### src/rtl/etapa_mem_acceso.sv
// MIPS memory-access stage: branch resolution, req/ack data-memory port with byte
// lanes, load filtering, write-back selection and the MEM/WB register.
module etapa_mem_acceso #(
  parameter int NBITS   = 32,
  parameter int REGS    = 5,
  parameter int TIMEOUT = 16
) (
  input  logic             i_clk,
  input  logic             i_reset,
  input  logic             i_Valid,
  input  logic [NBITS-1:0] i_ALU,
  input  logic [NBITS-1:0] i_Registro2,
  input  logic [REGS-1:0]  i_RegistroDestino,
  input  logic [NBITS-1:0] i_PC8,
  input  logic [NBITS-1:0] i_PCBranch,
  input  logic [NBITS-1:0] i_Extension,
  input  logic             i_Cero,
  input  logic             i_Branch,
  input  logic             i_NBranch,
  input  logic             i_MemWrite,
  input  logic             i_MemRead,
  input  logic [1:0]       i_TamanoFiltro,
  input  logic [1:0]       i_TamanoFiltroL,
  input  logic             i_ZeroExtend,
  input  logic             i_JAL,
  input  logic             i_LUI,
  input  logic             i_MemToReg,
  input  logic             i_RegWrite,
  input  logic             i_MemAck,
  input  logic [NBITS-1:0] i_MemRData,
  output logic             o_MemReq,
  output logic             o_MemWe,
  output logic [NBITS-1:0] o_MemAddr,
  output logic [NBITS-1:0] o_MemWData,
  output logic [3:0]       o_MemBE,
  output logic             o_Stall,
  output logic             o_PCSrc,
  output logic [NBITS-1:0] o_PCBranch,
  output logic             o_WB_Valid,
  output logic [NBITS-1:0] o_WB_Data,
  output logic [REGS-1:0]  o_WB_RegistroDestino,
  output logic             o_WB_RegWrite,
  output logic             o_AddrError,
  output logic             o_Timeout
);

  localparam int               CNT_W    = $clog2(TIMEOUT) + 1;
  localparam logic [CNT_W-1:0] CNT_LAST = CNT_W'(TIMEOUT - 1);

  typedef enum logic {ST_IDLE = 1'b0, ST_WAIT = 1'b1} state_t;

  state_t           r_state;
  state_t           w_next;
  logic [CNT_W-1:0] r_cnt;

  logic             r_wb_valid;
  logic [NBITS-1:0] r_wb_data;
  logic [REGS-1:0]  r_wb_dest;
  logic             r_wb_regwrite;
  logic             r_addr_err;
  logic             r_timeout;

  logic             w_memop;
  logic             w_misal;
  logic [1:0]       w_tam;
  logic [1:0]       w_lane;
  logic             w_stall;
  logic             w_req;
  logic             w_wb_commit;
  logic             w_wb_err;
  logic             w_wb_to;
  logic [NBITS-1:0] w_load;
  logic [NBITS-1:0] w_wb_sel;
  logic             w_unused;

  // Pick the addressed byte/half out of the read word and extend it.
  function automatic logic [NBITS-1:0] f_filtro_carga(input logic [NBITS-1:0] dato,
                                                      input logic [1:0]       lane,
                                                      input logic [1:0]       tam,
                                                      input logic             zext);
    logic [7:0]       b;
    logic [15:0]      h;
    logic [NBITS-1:0] r;
    case (lane)
      2'd0:    b = dato[7:0];
      2'd1:    b = dato[15:8];
      2'd2:    b = dato[23:16];
      default: b = dato[31:24];
    endcase
    h = lane[1] ? dato[31:16] : dato[15:0];
    if (tam == 2'b00)
      r = zext ? {{(NBITS-8){1'b0}}, b} : {{(NBITS-8){b[7]}}, b};
    else if (tam == 2'b01)
      r = zext ? {{(NBITS-16){1'b0}}, h} : {{(NBITS-16){h[15]}}, h};
    else
      r = dato;
    return r;
  endfunction

  function automatic logic [3:0] f_byte_en(input logic [1:0] tam, input logic [1:0] lane);
    logic [3:0] be;
    if (tam == 2'b00)
      be = 4'b0001 << lane;
    else if (tam == 2'b01)
      be = lane[1] ? 4'b1100 : 4'b0011;
    else
      be = 4'b1111;
    return be;
  endfunction

  // Replicate narrow store data into every lane; the byte enables pick the live one.
  function automatic logic [NBITS-1:0] f_dato_esc(input logic [1:0]       tam,
                                                  input logic [NBITS-1:0] dato);
    logic [NBITS-1:0] d;
    if (tam == 2'b00)
      d = {(NBITS/8){dato[7:0]}};
    else if (tam == 2'b01)
      d = {(NBITS/16){dato[15:0]}};
    else
      d = dato;
    return d;
  endfunction

  assign w_memop  = i_Valid & (i_MemRead | i_MemWrite);
  assign w_tam    = i_MemWrite ? i_TamanoFiltro : i_TamanoFiltroL;
  assign w_lane   = i_ALU[1:0];
  assign w_misal  = w_memop & (((w_tam == 2'b01) & i_ALU[0]) |
                               (w_tam[1] & (i_ALU[1:0] != 2'b00)));
  assign w_unused = ^i_Extension[NBITS-1:16];

  assign w_load = f_filtro_carga(i_MemRData, w_lane, i_TamanoFiltroL, i_ZeroExtend);

  always_comb begin
    w_wb_sel = i_ALU;
    if (i_JAL)
      w_wb_sel = i_PC8;
    else if (i_LUI)
      w_wb_sel = {i_Extension[15:0], {(NBITS-16){1'b0}}};
    else if (i_MemToReg)
      w_wb_sel = w_load;
  end

  always_ff @(posedge i_clk or negedge i_reset) begin
    if (!i_reset) r_state <= ST_IDLE;
    else          r_state <= w_next;
  end

  // Ack is tested before the timeout so a late ack on the last cycle still commits.
  always_comb begin
    w_next      = r_state;
    w_stall     = 1'b0;
    w_req       = 1'b0;
    w_wb_commit = 1'b0;
    w_wb_err    = 1'b0;
    w_wb_to     = 1'b0;
    case (r_state)
      ST_IDLE: begin
        if (w_misal) begin
          w_wb_err = 1'b1;
        end else if (w_memop) begin
          w_stall = 1'b1;
          w_next  = ST_WAIT;
        end else if (i_Valid) begin
          w_wb_commit = 1'b1;
        end
      end
      ST_WAIT: begin
        w_req = 1'b1;
        if (i_MemAck) begin
          w_wb_commit = 1'b1;
          w_next      = ST_IDLE;
        end else if (r_cnt == CNT_LAST) begin
          w_wb_to = 1'b1;
          w_next  = ST_IDLE;
        end else begin
          w_stall = 1'b1;
        end
      end
      default: w_next = ST_IDLE;
    endcase
  end

  always_ff @(posedge i_clk or negedge i_reset) begin
    if (!i_reset)                r_cnt <= '0;
    else if (r_state == ST_IDLE) r_cnt <= '0;
    else                         r_cnt <= r_cnt + CNT_W'(1);
  end

  // MEM/WB boundary
  always_ff @(posedge i_clk or negedge i_reset) begin
    if (!i_reset) begin
      r_wb_valid    <= 1'b0;
      r_wb_data     <= '0;
      r_wb_dest     <= '0;
      r_wb_regwrite <= 1'b0;
      r_addr_err    <= 1'b0;
      r_timeout     <= 1'b0;
    end else begin
      r_wb_valid    <= w_wb_commit | w_wb_err | w_wb_to;
      r_wb_regwrite <= w_wb_commit & i_RegWrite;
      r_addr_err    <= w_wb_err;
      r_timeout     <= w_wb_to;
      if (w_wb_commit)
        r_wb_data <= w_wb_sel;
      if (w_wb_commit | w_wb_err | w_wb_to)
        r_wb_dest <= i_RegistroDestino;
    end
  end

  assign o_MemReq   = w_req;
  assign o_MemWe    = w_req & i_MemWrite;
  assign o_MemAddr  = {i_ALU[NBITS-1:2], 2'b00};
  assign o_MemWData = f_dato_esc(i_TamanoFiltro, i_Registro2);
  assign o_MemBE    = f_byte_en(w_tam, w_lane);
  assign o_Stall    = w_stall;
  assign o_PCSrc    = i_Valid & ((i_Branch & i_Cero) | (i_NBranch & ~i_Cero));
  assign o_PCBranch = i_PCBranch;

  assign o_WB_Valid           = r_wb_valid;
  assign o_WB_Data            = r_wb_data;
  assign o_WB_RegistroDestino = r_wb_dest;
  assign o_WB_RegWrite        = r_wb_regwrite;
  assign o_AddrError          = r_addr_err;
  assign o_Timeout            = r_timeout;

endmodule

### config.mk
export PLATFORM = sky130hd
export DESIGN_NAME = etapa_mem_acceso
export DESIGN_NICKNAME = d
export VERILOG_FILES = /design/src/rtl/etapa_mem_acceso.sv
export SDC_FILE = /design/constraint.sdc
export NUM_CORES = 1
export LEC_CHECK = 0
export ABC_AREA = 0
export CAP_MARGIN = 40
export CORE_AREA = 2 2 141 143
export CTS_CLUSTER_SIZE = 20
export DETAILED_ROUTE_END_ITERATION = 10
export DIE_AREA = 0 0 143 145
export PLACE_DENSITY = 0.6
export SLEW_MARGIN = 5
export SYNTH_ARGS = -nofsm -noshare
export SYNTH_HDL_FRONTEND = slang
export SYNTH_SLANG_ARGS = --single-unit
export TNS_END_PERCENT = 1
### constraint.sdc
create_clock -name i_clk -period 2.1 [get_ports i_clk]
set_clock_uncertainty 0.1 [all_clocks]
set_input_delay 0.42 -clock i_clk [delete_from_list [all_inputs] [get_ports i_clk]]
set_output_delay 0.42 -clock i_clk [all_outputs]
set_load 0.01 [all_outputs]
Word-level counts from Yosys, hierarchy flattened. Cells that the tools add are included.

$add $sub $neg: 1. Equal/unequal tests: 6. Shift operators: 1. Multiplexer cells: 32. Bitwise logic cells: 16. Reductions and logical operators: 5.

Operator list (number): $mux 32 (9); $pmux 8 s3 (1); $mux 16 (1); $mux 1 (14); $mux 4 (3); $and 1x1->1 (9); $eq 2x1->1 const B (4); $logic_not 2->1 (4); $add 5x1->5 const B (1); $eq 5x4->1 const B (1); $mux 5 (1); $or 1x1->1 (5); $pmux 1 s2 (2); $shl 1x2->4 const A (1); $eq 2x2->1 const B (1); $mux 2 (1); $not 1->1 (2); $reduce_bool 2->1 (1).

Bits in registers: 47. Bits of input ports: 215. Output and inout bits: 145.

Depth between registers and ports, before layout. Gate-level depths: netlist of the first run.

Depth in word-level cells: 9. Gate-level depth with buffers: 8. Gate-level depth less buffers: 6.

Least setup slack after synthesis of the first run. Ideal clock, no wire load.

Kind: reg2reg. Start: reg r_cnt[0]. End: reg r_wb_dest[0] (netlist: o_WB_RegistroDestino[0]). Library setup time: 0.125 ns. Arrival: 1.837 ns. Required time: 1.875 ns. Setup slack: 0.038 ns. Stages on the path, launching flop included: 7. Buffers on the path: 0. Path through: dfrtp_1 ha_1 and3_1 ha_1 or3b_2 a21boi_2 mux2_2.

Longest elaborated chain between the ends: 5.

RTL lines: from (decl) (RTL line 54) `logic [CNT_W-1:0] r_cnt;`; from (signal assigned) (RTL line 186) `else r_cnt <= r_cnt + CNT_W'(1);`; $eq 5x4->1 (RTL line 172) `end else if (r_cnt == CNT_LAST) begin`; $mux 1 (RTL line 172); $mux 1 (RTL line 169) `if (i_MemAck) begin`; $mux 1 (RTL line 156) `case (r_state)`; $or 1x1->1 (RTL line 205) `if (w_wb_commit | w_wb_err | w_wb_to)`; to (signal assigned) (RTL line 206) `r_wb_dest <= i_RegistroDestino;`; to (decl) (RTL line 58) `logic [REGS-1:0] r_wb_dest;`.

Every way passes these cells. A chain may end at the register's enable or synchronous reset.

Worst setup path after layout of the first run.
Start: reg r_cnt[1]. End: out o_Stall.

Longest elaborated chain between the ends: 4.

RTL lines: $eq 5x4->1 (RTL line 172); $mux 1 (RTL line 172); $mux 1 (RTL line 169); $pmux 1 s2 (RTL line 156); to (decl) (RTL line 36) `output logic o_Stall,`.

Every way passes these cells.

==> results.cfg, run 1 <==
[synthesis]
synth_top_area_cell = dfrtp_1
gate_count_of_the_mapped_netlist = 533
synth_enable_flop_cells = 0
yosysTopAreaCellShare_pct = 28.0
synth_common_cells = 75 x buf_4, 69 x nand2_1, 47 x dfrtp_1, 45 x nor2_1, 41 x o21ai_0
yosys-mux-area-fraction_pct = 9.82
fraction_of_the_mapped_netlist_area_in_simple_logic_gates_pct = 17.4
synth_compound_gate_area_share_pct = 26.0
synth_xor_xnor_area_share_pct = 0.418
yosys.area_share.adder_pct = 0.597
asyncSetResetFlopFracSynth_pct = 100
yosysUniqueCellTypes = 45
synth_top_cells_by_area = dfrtp_1 28%, buf_4 13%, mux2_2 6.2%
post-synth-top-count-cell = buf_4
count_of_warnings_emitted_by_yosys = 0
synth_area_per_cell_um2 = 7.87
synth-seq-cells = 47
synth_top_family_by_area = compound AO/OA/AOI/OAI gates
ys_seq_area_share_pct = 28.0
postSynth.topFlopCell = dfrtp_1
post_synth_instance_area_um2 = 4190

[hold_path]
hold_end = o_WB_Data[1]$_DFFE_PN0P_
timing.hold.worst_path_depth = 2
hp-start = o_WB_Data[1]$_DFFE_PN0P_
worstHoldPathType = flip-flop to flip-flop

[route]
detailroute.via_count = 4872
ant_nets = 0
routed_wire_length_per_instance_um = 17.5
route.detailed.vias_per_inst = 4.54
firstDrtPassIters = 4
drc = 0
drt-total-wl_um = 18800
initialDrtViolationCount = 156

[floorplan]
total_die_area_um2 = 20700
chipHeight_um = 145
design.portCount = 360
die-width_um = 143
start_util_pct = 21.8
rows = 51
core_area_um2 = 19200

[timing]
post-route-period-util_pct = 107
final_critical_path_setup_slack_ns = -0.151
max_freq_mhz = 444
report.final.slew_viol_count = 0
setup-violations-final = 1
rsz_0062_raised_after_global_routing = true
hold_vio_cnt_final = 0
finalWorstPathRequiredPeriod_ns = 2.25

[pwr]
cellLeakagePower_nw = 3.14
seqPwrFrac_pct = 29.6
switching_share_pct = 32.1
power_report.internal_total_mw = 2.88
comb_power_share_pct = 47.5
clockPowerShare_pct = 22.9
power.net_switching_mw = 1.36
vdd_ir_drop_max_uv = 290
fin_total_pwr_mw = 4.24
power_density_nw_per_um2 = 559

[clock_tree]
cts_tree = done
htree_num_levels = 2
path_clk_slew_ns = 0.07
tritoncts.num_buffers = 5
clk_path_buf_depth = 2
cts.root.buffer_cell = clkbuf_16
cts.sinks = 47
clkLatencyLatePin_ns = 0.30

[cells_and_area]
register_area_um2 = 1180
finish.utilization_pct = 39.5
layout-drive-gt1-share_pct = 21.2
final.fill_count = 1961
layout.cells.non_filler = 1073
stdcell_area_um2 = 7580
finish.net_count = 1022
area_growth_syn_to_layout_pct = 80.7
multi_input_comb_area_um2 = 2370

[setup_path]
cp_max_fo = 2
critPathSlowestCell = dfrtp_1
cp.required_ns = 1.58
worst_path_bufs_invs = 1
worstReg2RegStart = r_cnt[1]$_DFF_PN0_
end_kind = output port
crit_arrival_ns = 1.73
timing_worst_setup_path_type = flip-flop to output port
rr_endpoint = o_WB_RegistroDestino[4]$_DFFE_PN0P_
timing.reg2reg.setup_slack_ns = 0.05
crit_path_start_kind = flip-flop
timing.critical_path.slowest_cell_delay_ns = 0.38
worst_path_dominant_cell_family = simple AND/OR/NAND/NOR gates
ff2ff_path_depth = 7
crit_path_cell_trace = ha_2 > and3_4 > ha_4 > or3b_4 > nand2_4 > buf_6

[global_route]
first_global_vias = 4907
total_overflow_reported_by_the_global_router = 0
grt.total_usage_pct = 17.6
global_route_wire_length_before_repair_um = 27700
grt_start_max_net_pins = 57
antenna_found_initial = 2

[placement]
detailed_place_hpwl_um = 15700
place_inst = 1055
postPlaceCellArea_um2 = 7290
routabilityCongestion = 0.854
port_buffer_count = 277
dp_worst_setup_slack_ns = -0.756

[run_status]
outcome = finished with violations
violations = negative setup slack

[run]
drv_cap = 0
power groups by stage:
stage	registers (mW)	clock network, mW	logic, mW
final	1.25	0.972	2.01
after global routing	1.28	1.05	2.17
after CTS	1.26	1.01	2.02
after detailed placement	1.27	0	2.03
after global placement	1.27	0	2.02
after floorplan	1.37	0	0.718
kinds of logic (layout without fill, tap and decap cells):
logic type / Yosys count / in the layout
multiplexers: 37 / 37
flip-flops: 47 / 47
buffers and inverters: 117 / 389
XOR/XNOR: 2 / 2
AO/OA/AOI/OAI: 163 / 163
adder cells (fa/ha/maj): 2 / 2
other: 1 / 4
AND/OR/NAND/NOR: 164 / 164
metal layers:
metal	routed length [µm]	part of all wire [%]	track usage (%)	up-vias
met3	1570	8.3	4.79	15
met2	9790	52	32.7	235
li1	-	-	-	2383
met4	265	1.4	4.16	0
met5	0	0	0	-
met1	7200	38	19.7	2239
state kept, by name, indices dropped and copies added (netlist names):
name                  count
o_WB_Data                32
o_WB_RegistroDestino      5
r_cnt                     5
o_AddrError               1
o_Timeout                 1
o_WB_RegWrite             1
o_WB_Valid                1
r_state                   1
worst max path at each step:
stage | from | endpoint | slack [ns] | cells after the start
2_1_floorplan | r_cnt[0]$_DFF_PN0_ | o_WB_RegistroDestino[0]$_DFFE_PN0P_ | 0.04 | 6
6_report | r_cnt[1]$_DFF_PN0_ | o_Stall | -0.15 | 6
3_5_place_dp | i_ALU[1] | o_MemBE[3] | -0.76 | 6
3_3_place_gp | i_ALU[0] | o_WB_Data[22]$_DFFE_PN0P_ | -0.79 | 6
4_1_cts | r_cnt[1]$_DFF_PN0_ | o_Stall | -0.21 | 6
5_1_grt | r_cnt[1]$_DFF_PN0_ | o_Stall | -0.22 | 6
cell usage in the layout (no fill, tap or decap), types with 3 or more instances in the layout:
| cell | netlist | final |
|---|---|---|
| clkdlybuf4s50_1 | 0 | 229 |
| buf_4 | 75 | 88 |
| nand2_1 | 69 | 68 |
| dfrtp_1 | 47 | 47 |
| nor2_1 | 45 | 44 |
| a21oi_1 | 34 | 33 |
| o21ai_0 | 41 | 31 |
| mux2_2 | 23 | 23 |
| dlygate4sd2_1 | 0 | 22 |
| o221ai_1 | 21 | 21 |
| and2_1 | 20 | 20 |
| a22oi_1 | 16 | 16 |
| a31oi_1 | 16 | 16 |
| buf_2 | 6 | 13 |
| mux2i_1 | 13 | 11 |
| buf_6 | 1 | 11 |
| nand3_1 | 10 | 10 |
| o21ai_1 | 0 | 8 |
| o211ai_1 | 8 | 8 |
| o22ai_1 | 7 | 7 |
| nor2b_1 | 8 | 6 |
| dlymetal6s2s_1 | 0 | 6 |
| clkbuf_16 | 0 | 5 |
| inv_1 | 4 | 4 |
| a22o_1 | 5 | 4 |
| nand2b_1 | 3 | 3 |
| clkdlybuf4s15_1 | 0 | 3 |
what timing repair did:
action,4_1_cts,5_1_grt
pin swaps,7,4
buffers inserted,6,2
resized for setup,107,24
setup endpoints to repair,59,42
hold buffers,1,0
endpoints found under the hold margin,11,0
cell type report:
class	count	share of cell area [%]
diodes	2	0.0660
clock buffers	5	1.65
clock inverters	3	0.627
inverters	4	0.198
multi-input cells	370	31.2
flip-flops and latches	47	15.5
well taps	265	4.37
repair buffers	377	46.3
tightest hold or removal path, delay by kind of cell (launching register included):
| family | cells | cell delay (ns) |
|---|---|---|
| and+or+nand+nor | 1 | 0.05 |
| DFF | 1 | 0.35 |
| AOI/OAI and AO/OA | 1 | 0.06 |
through the flow:
step	setup TNS [ns]	hold slack [ns]
6_report	-0.151	0.380
5_1_grt	-0.349	0.420
4_1_cts	-0.313	0.385
3_5_place_dp	-29.00	0.232
3_3_place_gp	-34.30	0.236
2_1_floorplan	0	0.0244
Power figures use the tool's default switching activity.
==> inputs of run 2 (changes only) <==
TNS_END_PERCENT = 100   (was 1)
==> results.cfg, run 2 (synthesis gave the netlist of run 1 again) <==
[setup_path]
cp.required_ns = 1.58
start_point_of_the_critical_path = r_cnt[1]$_DFF_PN0_
cp_max_fo = 2
crit_arrival_ns = 1.73
rr_endpoint = o_WB_RegistroDestino[4]$_DFFE_PN0P_
end_kind = output port
ff2ff_path_depth = 7
timing_worst_setup_path_type = flip-flop to output port
timing.reg2reg.setup_slack_ns = 0.05
worst_setup_path_endpoint = o_Stall
worstReg2RegStart = r_cnt[1]$_DFF_PN0_
crit_path_start_kind = flip-flop

[clock_tree]
clkLatencyLatePin_ns = 0.30
path_clk_slew_ns = 0.07
cts.root.buffer_cell = clkbuf_16
cts_tree = done
htree_num_levels = 2
tritoncts.num_buffers = 5
clk_path_buf_depth = 2
cts.sinks = 47

[timing]
post-route-period-util_pct = 107
max_freq_mhz = 444
rsz_0062_raised_after_global_routing = true
fin_setup_tns_ns = -0.151
setup-violations-final = 1
finalWorstPathRequiredPeriod_ns = 2.25
final_critical_path_setup_slack_ns = -0.151
hold_vio_cnt_final = 0
worst_slack_on_hold_paths_ns = 0.380
report.final.slew_viol_count = 0

[cells_and_area]
multi_input_comb_area_um2 = 2380
leading_cell_types_in_the_layout_fill_and_taps_excluded = 232 x clkdlybuf4s50_1, 96 x buf_4, 68 x nand2_1
area_growth_syn_to_layout_pct = 81.9
largest_reg_flops = 32
register_area_um2 = 1180
layout-drive-gt1-share_pct = 21.4
layout.cells.non_filler = 1078
stdcell_area_um2 = 7630
finish.net_count = 1028
finish.utilization_pct = 39.7
layout.cells.most_common = clkdlybuf4s50_1
final.fill_count = 1966

[floorplan]
rows = 51
die-width_um = 143
start_util_pct = 21.8
core_area_um2 = 19200
design.portCount = 360
chipHeight_um = 145
total_die_area_um2 = 20700

[placement]
place_inst = 1055
dp_worst_setup_slack_ns = -0.756
postPlaceCellArea_um2 = 7290
port_buffer_count = 277
detailed_place_hpwl_um = 15700
routabilityCongestion = 0.854

[global_route]
antenna_found_initial = 1
grt_start_max_net_pins = 57
grt.total_usage_pct = 17.7
total_overflow_reported_by_the_global_router = 0
global_route_wire_length_before_repair_um = 27800
first_global_vias = 4916

[hold_path]
worstHoldPathType = flip-flop to flip-flop

[run_status]
outcome = finished with violations
violations = negative setup slack

[pwr]
power_density_nw_per_um2 = 558
cellLeakagePower_nw = 3.16
fin_total_pwr_mw = 4.26
vdd_ir_drop_max_uv = 286

[route]
initialDrtViolationCount = 157
drt-total-wl_um = 19000
drc = 0
routed_wire_length_per_instance_um = 17.6
detailroute.via_count = 4892
route.detailed.vias_per_inst = 4.54
firstDrtPassIters = 4
ant_nets = 0

[run]
drv_cap = 0
## run 2: cell count changes in the layout (fill, tap and decap cells not counted), moves of 3 or more
| cell | previous run | this run |
|---|---|---|
| clkdlybuf4s50_1 | 229 | 232 |
| buf_2 | 13 | 9 |
| dlymetal6s2s_1 | 6 | 3 |
| buf_4 | 88 | 96 |
## run 2: routing by layer
layer / track usage (%) / share of wire [%] / routed length, µm
met5: 0 / 0 / 0
met4: 4.16 / 1.5 / 293
met3: 4.85 / 8.0 / 1510
met2: 32.8 / 52 / 9860
met1: 19.7 / 38 / 7290
## run 2: worst min-delay path by stage
stage	slack, ns	to	start	depth (start not counted)
floorplan	0.02	o_AddrError$_DFF_PN0_	i_reset	0
global placement	0.24	o_WB_Data[22]$_DFFE_PN0P_	i_reset	1
detailed placement	0.23	o_WB_Data[22]$_DFFE_PN0P_	i_reset	1
CTS	0.39	o_WB_Data[1]$_DFFE_PN0P_	o_WB_Data[1]$_DFFE_PN0P_	2
global route	0.42	o_WB_Data[1]$_DFFE_PN0P_	o_WB_Data[1]$_DFFE_PN0P_	2
finish	0.38	o_WB_Data[1]$_DFFE_PN0P_	o_WB_Data[1]$_DFFE_PN0P_	2
## run 2: repair_timing
action | CTS | global route
setup buffers | 10 | 3
gates cloned | 0 | 1
endpoints found under the setup margin | 59 | 39
pin swaps | 8 | 5
endpoints found under the hold margin | 11 | 0
hold buffers | 1 | 0
resized for setup | 96 | 31
## run 2: worst max-delay path, stage by stage, from the launching register on
cell	delay, ns
dfrtp_1	0.38
ha_2	0.19
and3_4	0.15
ha_4	0.15
or3b_4	0.38
nand2_4	0.07
buf_6	0.09
## run 2: where the power goes
| group | switching [mW] | internal, mW |
|---|---|---|
| clock network | 0.403 | 0.569 |
| registers | 0.122 | 1.13 |
| logic | 0.842 | 1.19 |
## run 2: final cells by class
class / instances / area share [%]
timing repair buffer: 383 / 46.6
multi-input combinational: 370 / 31.1
sequential: 47 / 15.4
tap: 265 / 4.35
clock buffer: 5 / 1.64
clock inverter: 3 / 0.623
inverter: 4 / 0.197
antenna: 1 / 0.0328
==> inputs of run 3 (changes only) <==
CAP_MARGIN = not set   (was 40)
==> results.cfg, run 3 (synthesis gave the netlist of run 1 again) <==
[placement]
routabilityCongestion = 0.854
detailed_place_hpwl_um = 15800
postPlaceCellArea_um2 = 7280
dp_worst_setup_slack_ns = -0.872
place_inst = 1054
port_buffer_count = 277

[pwr]
power_density_nw_per_um2 = 570
fin_total_pwr_mw = 4.39
vdd_ir_drop_max_uv = 284
cellLeakagePower_nw = 3.20

[timing]
setup-violations-final = 1
final_critical_path_setup_slack_ns = -0.165
post-route-period-util_pct = 108
max_freq_mhz = 442
hold_vio_cnt_final = 0
rsz_0062_raised_after_global_routing = true
report.final.slew_viol_count = 0
fin_setup_tns_ns = -0.165
finalWorstPathRequiredPeriod_ns = 2.26
worst_slack_on_hold_paths_ns = 0.379

[route]
drc = 0
routed_wire_length_per_instance_um = 17.7
firstDrtPassIters = 4
detailroute.via_count = 4910
initialDrtViolationCount = 155
route.detailed.vias_per_inst = 4.55
drt-total-wl_um = 19100
ant_nets = 0

[floorplan]
start_util_pct = 21.8
total_die_area_um2 = 20700
design.portCount = 360
rows = 51
die-width_um = 143
core_area_um2 = 19200
chipHeight_um = 145

[cells_and_area]
finish.net_count = 1029
layout.cells.most_common = clkdlybuf4s50_1
finish.utilization_pct = 40.1
final.fill_count = 1965
layout.cells.non_filler = 1078
leading_cell_types_in_the_layout_fill_and_taps_excluded = 230 x clkdlybuf4s50_1, 96 x buf_4, 68 x nand2_1
area_growth_syn_to_layout_pct = 83.5
layout-drive-gt1-share_pct = 22.1
stdcell_area_um2 = 7690
multi_input_comb_area_um2 = 2380
antennaDiodeCount = 0
register_area_um2 = 1180
largest_reg_flops = 32

[run_status]
violations = negative setup slack
outcome = finished with violations

[clock_tree]
clkLatencyLatePin_ns = 0.30
clk_path_buf_depth = 2
cts.root.buffer_cell = clkbuf_16
cts_tree = done
path_clk_slew_ns = 0.07
htree_num_levels = 2
cts.sinks = 47
tritoncts.num_buffers = 5

[run]
drv_cap = 0

[global_route]
grt.total_usage_pct = 17.6
top_usage_layer = met2
total_overflow_reported_by_the_global_router = 0
first_global_vias = 4936
global_route_wire_length_before_repair_um = 27700
grt_util_met3_pct = 4.52
global_route.usage.met1_pct = 19.6
antenna_found_initial = 1
grt_util_met2_pct = 32.9
grt_start_max_net_pins = 57

[setup_path]
end_kind = output port
cp.required_ns = 1.58
crit_path_start_kind = flip-flop
crit_arrival_ns = 1.74
timing_worst_setup_path_type = flip-flop to output port
cp_max_fo = 2

[hold_path]
worstHoldPathType = flip-flop to flip-flop
-- run 3: changes by cell type in the layout (fill, tap and decap cells not counted), sizes merged --
cell           delta
bufinv            +1
clkbuf            +4
clkdlybuf4s50     -2
clkinv            -1
diode             -1
dlygate4sd2       -3
dlymetal6s2s      +2
-- run 3: metal layers --
| layer | vias to the layer above | share of wire, % |
|---|---|---|
| met5 | - | 0.063 |
| met4 | 2 | 1.5 |
| met3 | 22 | 7.9 |
| met2 | 225 | 52 |
| met1 | 2269 | 39 |
| li1 | 2392 | - |
-- run 3: path summary, 6_finish.rpt --
path	startpoint	to	slack (ns)	depth (start not counted)
setup / recovery	r_cnt[1]$_DFF_PN0_	o_Stall	-0.16	6
hold / removal	o_WB_Data[1]$_DFFE_PN0P_	o_WB_Data[1]$_DFFE_PN0P_	0.38	2
setup reg to reg	r_cnt[1]$_DFF_PN0_	o_WB_RegistroDestino[4]$_DFFE_PN0P_	0.09	6
hold reg to reg	o_WB_Data[1]$_DFFE_PN0P_	o_WB_Data[1]$_DFFE_PN0P_	0.38	2
max in group asynchronous	i_reset	o_WB_RegistroDestino[4]$_DFFE_PN0P_	0.84	3
min in group asynchronous	i_reset	o_WB_Data[22]$_DFFE_PN0P_	0.45	2
-- run 3: area by class of cell --
| type | count | area share [%] |
|---|---|---|
| repair buffers | 384 | 46.7 |
| multi-input cells | 370 | 30.9 |
| flip-flops and latches | 47 | 15.3 |
| well taps | 265 | 4.31 |
| clock buffers | 5 | 1.63 |
| clock inverters | 3 | 0.927 |
| inverters | 4 | 0.195 |
-- run 3: where the power goes --
group | leakage, nW | internal (mW) | switching, mW
Clock | 0.0959 | 0.692 | 0.404
Combinational | 2.54 | 1.19 | 0.849
Sequential | 0.563 | 1.13 | 0.118
Total | 3.20 | 3.02 | 1.37
-- run 3: critical path: stages, from the launching register on --
cell     delay [ns]
dfrtp_1        0.39
ha_2           0.19
and3_4         0.15
ha_4           0.15
or3b_4         0.39
nand2_4        0.07
buf_6          0.09
-- run 3: what timing repair did --
action                                  4_1_cts  5_1_grt
buffers inserted                             10        6
gates cloned                                  0        1
hold endpoints to repair                     11        0
pin swaps                                     8        6
endpoints found under the setup margin       63       40
hold buffers                                  1        0
gates resized for setup                      97       37
